<file path="config.mk">
export PLATFORM = sky130hd
export DESIGN_NAME = worley_point_ctrl
export DESIGN_NICKNAME = d
export VERILOG_FILES = /design/src/rtl/worley_pkg.sv /design/src/rtl/worley_axis_step.sv /design/src/rtl/worley_point_ctrl.sv
export SDC_FILE = /design/constraint.sdc
export NUM_CORES = 1
export LEC_CHECK = 0
export ABC_AREA = 1
export BUFFER_PORTS_ARGS = -buffer_cell sky130_fd_sc_hd__buf_2
export CORE_ASPECT_RATIO = 1.5
export CORE_UTILIZATION = 59
export CTS_CLUSTER_DIAMETER = 50
export DETAILED_ROUTE_END_ITERATION = 7
export PLACE_DENSITY = 0.83
export SLEW_MARGIN = 20
export SYNTH_ARGS = -nofsm -noshare
export SYNTH_HDL_FRONTEND = slang
export SYNTH_SLANG_ARGS = --single-unit
</file>
<file path="constraint.sdc">
create_clock -name clk -period 4.2 [get_ports clk]
set_clock_uncertainty 0.05 [all_clocks]
set_input_delay 0.21 -clock clk [delete_from_list [all_inputs] [get_ports clk]]
set_output_delay 0.21 -clock clk [all_outputs]
set_load 0.005 [all_outputs]
</file>
<file path="src/rtl/worley_pkg.sv">
// -----------------------------------------------------------------------------
// worley_pkg
// Shared definitions for the Worley-noise feature-point scheduler:
//   - default screen limits (DEF_X_MAX / DEF_Y_MAX)
//   - reset position and velocity tables (4 entries, repeated modulo 4)
//   - FSM state enum used by worley_point_ctrl
// -----------------------------------------------------------------------------
package worley_pkg;

   localparam int DEF_X_MAX = 639;
   localparam int DEF_Y_MAX = 479;

   localparam int RST_TBL_LEN = 4;

   localparam int RST_X  [RST_TBL_LEN] = '{100, 300, 500, 100};
   localparam int RST_Y  [RST_TBL_LEN] = '{100, 200, 400, 460};
   localparam int RST_VX [RST_TBL_LEN] = '{  1,  -1,   2,  -1};
   localparam int RST_VY [RST_TBL_LEN] = '{ -1,   1,  -1,  -2};

   typedef enum logic [1:0] {
      IDLE  = 2'd0,
      SWEEP = 2'd1,
      DONE  = 2'd2
   } state_e;

   // Points beyond the table length reuse the table from the start.
   function automatic int rst_tbl_idx(input int i);
      return i % RST_TBL_LEN;
   endfunction

endpackage

</file>
<file path="src/rtl/worley_axis_step.sv">
// -----------------------------------------------------------------------------
// worley_axis_step
// Combinational single-axis integrator with edge reflection.
//   pos_i  : current coordinate (0..max_i)
//   vel_i  : signed velocity
//   max_i  : largest legal coordinate on this axis
//   pos_o  : next coordinate, reflected back into 0..max_i
//   vel_o  : next velocity, negated when a reflection happened
// Arithmetic runs at COORD_W+2 signed bits so pos+vel and 2*max-nxt never
// overflow.
// -----------------------------------------------------------------------------
module worley_axis_step #(
   parameter int COORD_W = 10,
   parameter int VEL_W   = 4
) (
   input  logic        [COORD_W-1:0] pos_i,
   input  logic signed [VEL_W-1:0]   vel_i,
   input  logic        [COORD_W-1:0] max_i,
   output logic        [COORD_W-1:0] pos_o,
   output logic signed [VEL_W-1:0]   vel_o
);

   localparam int SW = COORD_W + 2;

   logic signed [SW-1:0] pos_s;
   logic signed [SW-1:0] max_s;
   logic signed [SW-1:0] vel_s;
   logic signed [SW-1:0] nxt_s;
   logic signed [SW-1:0] refl_s;

   always_comb begin
      pos_s  = $signed({2'b00, pos_i});
      max_s  = $signed({2'b00, max_i});
      vel_s  = SW'(vel_i);               // sign-extending cast
      nxt_s  = pos_s + vel_s;
      refl_s = (max_s <<< 1) - nxt_s;

      pos_o  = COORD_W'(nxt_s);
      vel_o  = vel_i;

      if (nxt_s[SW-1]) begin
         // Went below zero: mirror around 0.
         pos_o = COORD_W'(-nxt_s);
         vel_o = -vel_i;
      end else if (nxt_s > max_s) begin
         // Went past the far edge: mirror around max.
         pos_o = COORD_W'(refl_s);
         vel_o = -vel_i;
      end
   end

endmodule

</file>
<file path="src/rtl/worley_point_ctrl.sv">
// -----------------------------------------------------------------------------
// worley_point_ctrl
// Per-frame scheduler for the Worley-noise feature points. Holds position and
// velocity of every point; on each accepted frame_tick it sweeps the points
// one per cycle, stepping each by its velocity with edge reflection.
//
// Ports:
//   clk          pixel clock
//   rst_n        asynchronous active-low reset
//   frame_tick   one-cycle start pulse (vertical blanking)
//   pause        hold positions/velocities during the sweep
//   points_x     packed x coordinates, point i at [i*COORD_W +: COORD_W]
//   points_y     packed y coordinates, same packing
//   busy         high from the accepting edge until the sweep retires
//   update_done  one-cycle pulse after the last point is written
//   frame_cnt    completed-sweep count, wraps at 2^20
//   overrun      sticky: a tick arrived while not IDLE (tick dropped)
//   dbg_state_o  current FSM state
//
// Handshake: frame_tick is a fire-and-forget pulse with no ready; it is taken
// only when the FSM is IDLE at that edge, otherwise it is dropped and flagged
// on overrun. Timeline from the accepting edge E0: point i written at E(i+1),
// update_done high after E(N_POINTS), busy falls / frame_cnt bumps at
// E(N_POINTS+1).
// -----------------------------------------------------------------------------
module worley_point_ctrl
   import worley_pkg::*;
#(
   parameter int N_POINTS = 4,
   parameter int COORD_W  = 10,
   parameter int X_MAX    = DEF_X_MAX,
   parameter int Y_MAX    = DEF_Y_MAX,
   parameter int VEL_W    = 4
) (
   input  logic                          clk,
   input  logic                          rst_n,
   input  logic                          frame_tick,
   input  logic                          pause,
   output logic [N_POINTS*COORD_W-1:0]   points_x,
   output logic [N_POINTS*COORD_W-1:0]   points_y,
   output logic                          busy,
   output logic                          update_done,
   output logic [19:0]                   frame_cnt,
   output logic                          overrun,
   output state_e                        dbg_state_o
);

   localparam int IDX_W = $clog2(N_POINTS);
   localparam logic [IDX_W-1:0] LAST_IDX = IDX_W'(N_POINTS - 1);

   // ---------------------------------------------------------------------------
   // Control FSM
   // ---------------------------------------------------------------------------
   state_e             state_q, state_d;
   logic [IDX_W-1:0]   idx_q, idx_d;
   logic               busy_q, busy_d;
   logic               done_q, done_d;
   logic [19:0]        cnt_q, cnt_d;
   logic               ovr_q, ovr_d;

   always_ff @(posedge clk or negedge rst_n) begin
      if (!rst_n) begin
         state_q <= IDLE;
         idx_q   <= '0;
         busy_q  <= 1'b0;
         done_q  <= 1'b0;
         cnt_q   <= '0;
         ovr_q   <= 1'b0;
      end else begin
         state_q <= state_d;
         idx_q   <= idx_d;
         busy_q  <= busy_d;
         done_q  <= done_d;
         cnt_q   <= cnt_d;
         ovr_q   <= ovr_d;
      end
   end

   always_comb begin
      state_d = state_q;
      idx_d   = idx_q;
      busy_d  = busy_q;
      done_d  = 1'b0;
      cnt_d   = cnt_q;
      ovr_d   = ovr_q;

      unique case (state_q)
         IDLE: begin
            if (frame_tick) begin
               state_d = SWEEP;
               idx_d   = '0;
               busy_d  = 1'b1;
            end
         end
         SWEEP: begin
            if (idx_q == LAST_IDX) begin
               state_d = DONE;
               idx_d   = '0;
               done_d  = 1'b1;
            end else begin
               idx_d = idx_q + 1'b1;
            end
            if (frame_tick) ovr_d = 1'b1;
         end
         DONE: begin
            // A tick on this edge is still outside IDLE, so it is dropped.
            state_d = IDLE;
            busy_d  = 1'b0;
            cnt_d   = cnt_q + 20'd1;
            if (frame_tick) ovr_d = 1'b1;
         end
         default: begin
            state_d = IDLE;
            busy_d  = 1'b0;
         end
      endcase
   end

   // ---------------------------------------------------------------------------
   // Point storage and shared per-axis steppers
   // ---------------------------------------------------------------------------
   logic        [COORD_W-1:0] pos_x_q [N_POINTS];
   logic        [COORD_W-1:0] pos_y_q [N_POINTS];
   logic signed [VEL_W-1:0]   vel_x_q [N_POINTS];
   logic signed [VEL_W-1:0]   vel_y_q [N_POINTS];

   logic        [COORD_W-1:0] pos_x_d, pos_y_d;
   logic signed [VEL_W-1:0]   vel_x_d, vel_y_d;

   worley_axis_step #(
      .COORD_W (COORD_W),
      .VEL_W   (VEL_W)
   ) u_step_x (
      .pos_i (pos_x_q[idx_q]),
      .vel_i (vel_x_q[idx_q]),
      .max_i (COORD_W'(X_MAX)),
      .pos_o (pos_x_d),
      .vel_o (vel_x_d)
   );

   worley_axis_step #(
      .COORD_W (COORD_W),
      .VEL_W   (VEL_W)
   ) u_step_y (
      .pos_i (pos_y_q[idx_q]),
      .vel_i (vel_y_q[idx_q]),
      .max_i (COORD_W'(Y_MAX)),
      .pos_o (pos_y_d),
      .vel_o (vel_y_d)
   );

   always_ff @(posedge clk or negedge rst_n) begin
      if (!rst_n) begin
         for (int i = 0; i < N_POINTS; i++) begin
            pos_x_q[i] <= COORD_W'(RST_X [rst_tbl_idx(i)]);
            pos_y_q[i] <= COORD_W'(RST_Y [rst_tbl_idx(i)]);
            vel_x_q[i] <= VEL_W'(RST_VX[rst_tbl_idx(i)]);
            vel_y_q[i] <= VEL_W'(RST_VY[rst_tbl_idx(i)]);
         end
      end else if (state_q == SWEEP && !pause) begin
         pos_x_q[idx_q] <= pos_x_d;
         pos_y_q[idx_q] <= pos_y_d;
         vel_x_q[idx_q] <= vel_x_d;
         vel_y_q[idx_q] <= vel_y_d;
      end
   end

   // ---------------------------------------------------------------------------
   // Outputs (all straight from flops)
   // ---------------------------------------------------------------------------
   for (genvar g = 0; g < N_POINTS; g++) begin : g_pack
      assign points_x[g*COORD_W +: COORD_W] = pos_x_q[g];
      assign points_y[g*COORD_W +: COORD_W] = pos_y_q[g];
   end

   assign busy        = busy_q;
   assign update_done = done_q;
   assign frame_cnt   = cnt_q;
   assign overrun     = ovr_q;
   assign dbg_state_o = state_q;

endmodule

</file>
* After elaboration in Yosys (flattened, before gate mapping)
Index checks and enable logic that the tools add are counted.
** Storage, ports and cells
- Flip-flop bits (word level) :: 139
- Input bits :: 4
- Logic and storage cells :: 91
** Operators by class
- Add/sub/neg operators :: 10
- $lt $le $gt $ge :: 4
- Eq/ne operators :: 5
- Mux-type cells :: 38
- Bitwise logic cells :: 2
- Reduce and logical (&&, ||, !) cells :: 10
** Operators with widths (count)
- $mux 10 :: 9
- $bwmux 40 :: 2
- $bmux 10 s2 :: 2
- $mux 4 :: 9
- $bwmux 16 :: 2
- $add 11x4->12 :: 2
- $add 20x1->20 const B :: 1
- $demux 10 s2 :: 1
- $neg 10->10 :: 2
- $bmux 4 s2 :: 2
- $gt 12x10->1 const B :: 1
- $gt 12x11->1 const B :: 1
- $sub 8x10->10 const A :: 1
- $sub 9x10->10 const A :: 1
- $demux 4 s2 :: 1
- $mux 2 :: 4
- $neg 4->4 :: 2
- $pmux 2 s2 :: 2
- $reduce_and 2->1 :: 4
- $eq 2x2->1 const B :: 2
- $ne 2x2->1 const B :: 2
- $ge 3x3->1 const B :: 1
- $lt 3x1->1 const B :: 1
- $mux 1 :: 3
- 10 further kinds :: 11

* Longest topological paths before layout
- Depth after elaboration :: 9
- Gate-level depth with buffers :: 26

* Modules after synthesis
From an unflattened synthesis, not the netlist that was laid out.
** Second synthesis, totals
- Cells, all modules :: 1328
- Area total of the unflattened synthesis :: 9889.5 sq um
** By module, submodules not included
- worley_point_ctrl :: times used 1, cells an instance 716, area each 6316.1 sq um, seq. area each 3543.4 sq um
- worley_axis_step (u_step_y) :: times used 1, cells an instance 307, area each 1805.5 sq um, seq. area each 0.0 sq um
- worley_axis_step (u_step_x) :: times used 1, cells an instance 305, area each 1767.9 sq um, seq. area each 0.0 sq um

* Worst setup path before layout
OpenSTA, ideal clock, no wires.
- Path kind :: reg-to-reg
- Start :: reg idx_q[1]
- End :: reg pos_x_q, in the netlist points_x[38]
- Library setup time :: 117 ps
- Arrival :: 3261 ps
- Required time :: 4033 ps
- Slack :: 772 ps
- Stages on the path, launching flop included :: 22
- Buffers on the path :: 2
- Period minus slack after synthesis :: 3428 ps
- Path through :: dfrtp_1 > inv_2 > buf_1 > clkbuf_1 > o21ai_0 > o22ai_1 > ha_1 > inv_1 > fa_1 > inv_1 > ha_1 > inv_1 > nor2_1 > nand3_1 > nor2_1 > nand2_1 > o21ai_1 > inv_1 > nor2_1 > nand3_2 > nand3_1 > nand2_1
** Between the ends
- Longest elaborated chain between the ends :: 9
- Elaborated cells on any way between the ends :: 19
- Those cells by class :: 3 x add/sub; 3 x order compare; 11 x mux; 1 x bitwise; 1 x reduce/logical
** RTL lines
- start, declared :: RTL line worley_point_ctrl.sv:55 : logic [IDX_W-1:0] idx_q, idx_d;
- start signal, assigned :: RTL line worley_point_ctrl.sv:71 : idx_q <= idx_d;
- $not 2->3 (not written as such) * :: RTL line worley_point_ctrl.sv:134, worley_point_ctrl.sv:135, worley_point_ctrl.sv:161
- $bmux 10 s2 / $bmux 4 s2 (equally long branches) :: RTL line worley_point_ctrl.sv:134, worley_point_ctrl.sv:135
- $mux 10 (not written as such) / $mux 4 (equally long branches) (2 in series) :: RTL line worley_point_ctrl.sv:134, worley_point_ctrl.sv:135
- $add 11x4->12 :: RTL line worley_axis_step.sv:35 : nxt_s = pos_s + vel_s;
- $sub 9x10->10 / $gt 12x11->1 (equally long branches) :: RTL line worley_axis_step.sv:36, worley_axis_step.sv:45
- $mux 10 :: RTL line worley_axis_step.sv:45 : end else if (nxt_s > max_s) begin
- $mux 10 :: RTL line worley_axis_step.sv:41 : if (nxt_s[SW-1]) begin
- $bwmux 40 * :: RTL line worley_point_ctrl.sv:161 : pos_x_q[idx_q] <= pos_x_d;
- end signal, assigned by index :: RTL line worley_point_ctrl.sv:155 : pos_x_q[i] <= COORD_W'(RST_X [rst_tbl_idx(i)]);
- end signal, assigned by index :: RTL line worley_point_ctrl.sv:161
- end, declared :: RTL line worley_point_ctrl.sv:122 : logic [COORD_W-1:0] pos_x_q [N_POINTS];
Mark *: on every way between the ends. The rest lies on a longest branch, timed or not. The select of a mux whose other input is x is not followed.
A chain may end at the register's enable or synchronous reset.

* Final worst setup path
- Start :: reg idx_q[0]
- End :: reg pos_x_q, in the netlist points_x[8]
** Between the ends
- Longest elaborated chain between the ends :: 9
- Elaborated cells on any way between the ends :: 19
- Those cells by class :: 3 x add/sub; 3 x order compare; 11 x mux; 1 x bitwise; 1 x reduce/logical
** RTL lines
- $not 2->3 (not written as such) * :: RTL line worley_point_ctrl.sv:135 : .vel_i (vel_x_q[idx_q]),
- $bmux 4 s2 * :: RTL line worley_point_ctrl.sv:135
- $mux 4 (not written as such) * (2 in series) :: RTL line worley_point_ctrl.sv:135
- named net u_step_x.vel_i[0] :: RTL line worley_axis_step.sv:17 : input logic signed [VEL_W-1:0] vel_i,
- $add 11x4->12 * :: RTL line worley_axis_step.sv:35
- $sub 9x10->10 / $gt 12x11->1 (equally long branches) :: RTL line worley_axis_step.sv:36, worley_axis_step.sv:45
- $mux 10 :: RTL line worley_axis_step.sv:45
- $mux 10 * :: RTL line worley_axis_step.sv:41
- $bwmux 40 * :: RTL line worley_point_ctrl.sv:161
Mark *: on every way through the listed nets, which the timed path passes. The rest lies on a longest branch. The select of a mux whose other input is x is not followed.

==> qor.csv <==
stage,metric,value,unit
flow_run,maxCapViolCount,0,
route,vias,8873,
sta,setup_tns,0,ns
sta,max_slew_margin,25.3,%
logic_synthesis,yosysSeqAreaShare,39.9,%
setup_path,critical_path_required,4.47,ns
floorplanning,start_util,60.6,%
cts,clk_latency,0.43,ns
final_layout,final_cell_mix,"480 x nand2_1, 147 x nand3_1, 112 x inv_1, 107 x buf_2, 89 x nor2_1",
logic_synthesis,synth-xor-area-share,2.17,%
cts,htreeDepth,4,
logic_synthesis,synthMuxAreaShare,0,%
global_route,grt_antenna_before_repair,0,
logic_synthesis,ys.flop_type,dfrtp_1,
cts,clk_pin_slew,0.06,ns
logic_synthesis,netlist_area,8890,um^2
logic_synthesis,synth_compound_area_share,7.49,%
route,route.detailed.wl_per_inst,16.3,um
sta,finalHoldViolCount,0,
sta,period_share,90.9,%
sta,worstMarginPinSlew,1.12,ns
logic_synthesis,syn_area_per_cell,7.07,um^2
route,first_pass_iters,6,
logic_synthesis,synth_top_family_by_area,simple AND/OR/NAND/NOR gates,
sta,setup_ws,0.381,ns
global_route,grt_max_degree,107,
route,wl,25.7,mm
route,viasPerCell,5.66,
final_layout,layout.nets,1403,
logic_synthesis,synth_cells,1257,
final_layout,drive_gt1_share,18.7,%
logic_synthesis,syn-num-nets,1301,
floorplanning,core_area,14700,um^2
floorplanning,die_w,102,um
setup_path,crit_chain,buf_4 -> nand2_1 -> nand3_1 -> nand2_1 -> inv_1 -> ha_1 -> inv_1 -> fa_1 -> inv_1 -> ha_1 -> inv_1 -> nor2_1 -> nand3_1 -> nor2_1 -> nand2_1 -> o21ai_1 -> inv_1 -> nor2_1 -> nand3_2 -> nand3_1 -> nand2_1,
cts,cts_buffer_depth,2,
cts,postCtsSetupBuffers,0,
setup_path,path_buf_inv,6,
floorplanning,ios,109,
floorplanning,die-area,15600,um^2
logic_synthesis,yosysUniqueCellTypes,43,
worst_hold_path,hold_class,in2reg,
global_route,grt_pass1_vias,8750,
route,drt_iter0_drc,516,
cts,cts.sink_count,139,
setup_path,startpoint_type,flip-flop,
sta,report.final.slew_viol_count,0,
cts,hold_buffers,2,
placed_design,numPortBuffers,108,
placed_design,dpl_cell_area,9610,um^2
setup_path,cpMostUsedCell,inv_1,
setup_path,cp_top_family,simple AND/OR/NAND/NOR gates,
placed_design,gp_congestion,0.985,
cts,cts_root_buffer,clkbuf_16,
setup_path,cp_slowest_cell,buf_4,
logic_synthesis,synth_fa_ha_area_share,5.80,%
logic_synthesis,yosys.area_share.simple,37.5,%
cts,cts_tree,done,
final_layout,layout_commonest_cell,nand2_1,
final_layout,syn_to_final_growth,15.2,%
placed_design,preCtsSetupSlack,0.512,ns
route,ant_nets,0,
final_layout,postLayoutCellArea,10200,um^2
logic_synthesis,ys_ff_latch,139,
setup_path,cp.arrival,4.08,ns
floorplanning,rows,54,
setup_path,cpPeakStageDelay,0.53,ns
setup_path,path_max_fanout,58,
sta,rsz0062_at_grt,no,
run_status,status,finished clean,
floorplanning,dieHeight,152,um
logic_synthesis,synth_edf_count,0,
route,drc,0,
logic_synthesis,async_reset_ff_share,100,%
sta,setup_viol_count_final,0,
logic_synthesis,ys_warn_count,0,
placed_design,dpl.hpwl,17.5,mm
sta,timing.fmax,262,MHz
cts,cts_made_buffers,17,
setup_path,crit_type,reg2reg,
global_route,grtUsageTotal,35.0,%
cts,ctsResizeCount,0,
setup_path,critPathCaptureType,flip-flop,
global_route,gr-total-overflow,0,
sta,post-route-min-period,3.82,ns
global_route,grt_first_pass_wirelength,42.0,mm
==> cell families after synthesis <==
kind of cell             Yosys count
adder cells (fa/ha/maj)           40
AO/OA/AOI/OAI                    119
flip-flops                       139
AND/OR/NAND/NOR                  777
buffers and inverters            160
XOR/XNOR                          22
==> per-layer routing <==
metal  up-vias  part of all wire, %  track usage [%]  wire length (um)
met5         -                    0                0                 0
met4         0                  5.3             21.2              1350
met3        94                  5.5             6.56              1420
met2       334                   52             61.8             13400
met1      4197                   37             37.7              9470
li1       4248                    -                -                 -
==> path summary, 6_finish.rpt <==
kind,depth (start not counted),start,slack (ns),endpoint
setup / recovery,21,idx_q[0],0.38,points_x[8]
hold / removal,5,pause,0.27,vel_x_q[2]
setup reg to reg,21,idx_q[0],0.38,points_x[8]
hold reg to reg,1,overrun,0.40,overrun
max in group asynchronous,3,rst_n,2.61,points_y[13]
min in group asynchronous,2,rst_n,0.40,frame_cnt[4]
==> synthesized netlist by cell type (7+ instances only) <==
library cell | n | area (um^2)
nand4_1 | 12 | 75.1
inv_1 | 112 | 420
inv_2 | 9 | 33.8
nand2_1 | 480 | 1800
clkbuf_1 | 22 | 82.6
a21oi_1 | 21 | 105
nor2_1 | 90 | 338
dfstp_2 | 52 | 1370
o22ai_1 | 16 | 100
o21ai_1 | 7 | 35.0
o21ai_0 | 60 | 300
nand2_2 | 17 | 106
xor2_1 | 16 | 140
ha_1 | 38 | 475
dfrtp_1 | 87 | 2180
buf_2 | 11 | 55.1
nand3_1 | 147 | 736
==> flip-flops by register name (all words and copies together) (netlist names) <==
register / flops
update_done: 1
frame_cnt: 20
points_y: 40
idx_q: 2
vel_x_q: 16
dbg_state_o: 2
overrun: 1
vel_y_q: 16
busy: 1
points_x: 40
==> cell type report <==
class                           instances  area [um^2]
Fill cell                            1270         4420
Antenna cell                            1         2.50
Tap cell                              196          245
Timing Repair Buffer                  122          669
Multi-Input combinational cell        958         4710
Sequential cell                       139         3540
Clock buffer                           20          447
Inverter                              121          454
Clock inverter                         12          164
==> worst register-to-register path, stage by stage, from the launching register on <==
cell,delay (ns)
dfrtp_2,0.36
buf_4,0.53
nand2_1,0.11
nand3_1,0.11
nand2_1,0.17
inv_1,0.10
ha_1,0.21
inv_1,0.07
fa_1,0.49
inv_1,0.16
ha_1,0.19
inv_1,0.04
nor2_1,0.16
nand3_1,0.09
nor2_1,0.12
nand2_1,0.08
o21ai_1,0.12
inv_1,0.05
nor2_1,0.18
nand3_2,0.14
nand3_1,0.10
nand2_1,0.06
==> metrics by stage <==
step / utilization (%) / hold WS [ns] / std cells
CTS: 69.8 / 0.256 / 1568
detailed placement: 65.5 / 0.345 / 1534
finish: 69.8 / 0.272 / 1569
global route: 69.8 / 0.282 / 1568
floorplan: - / -0.136 / 1257
global placement: 65.5 / 0.336 / 1534
Power is not shown: default switching activity piles up to over one toggle a cycle in this logic, so the estimate is an artifact.
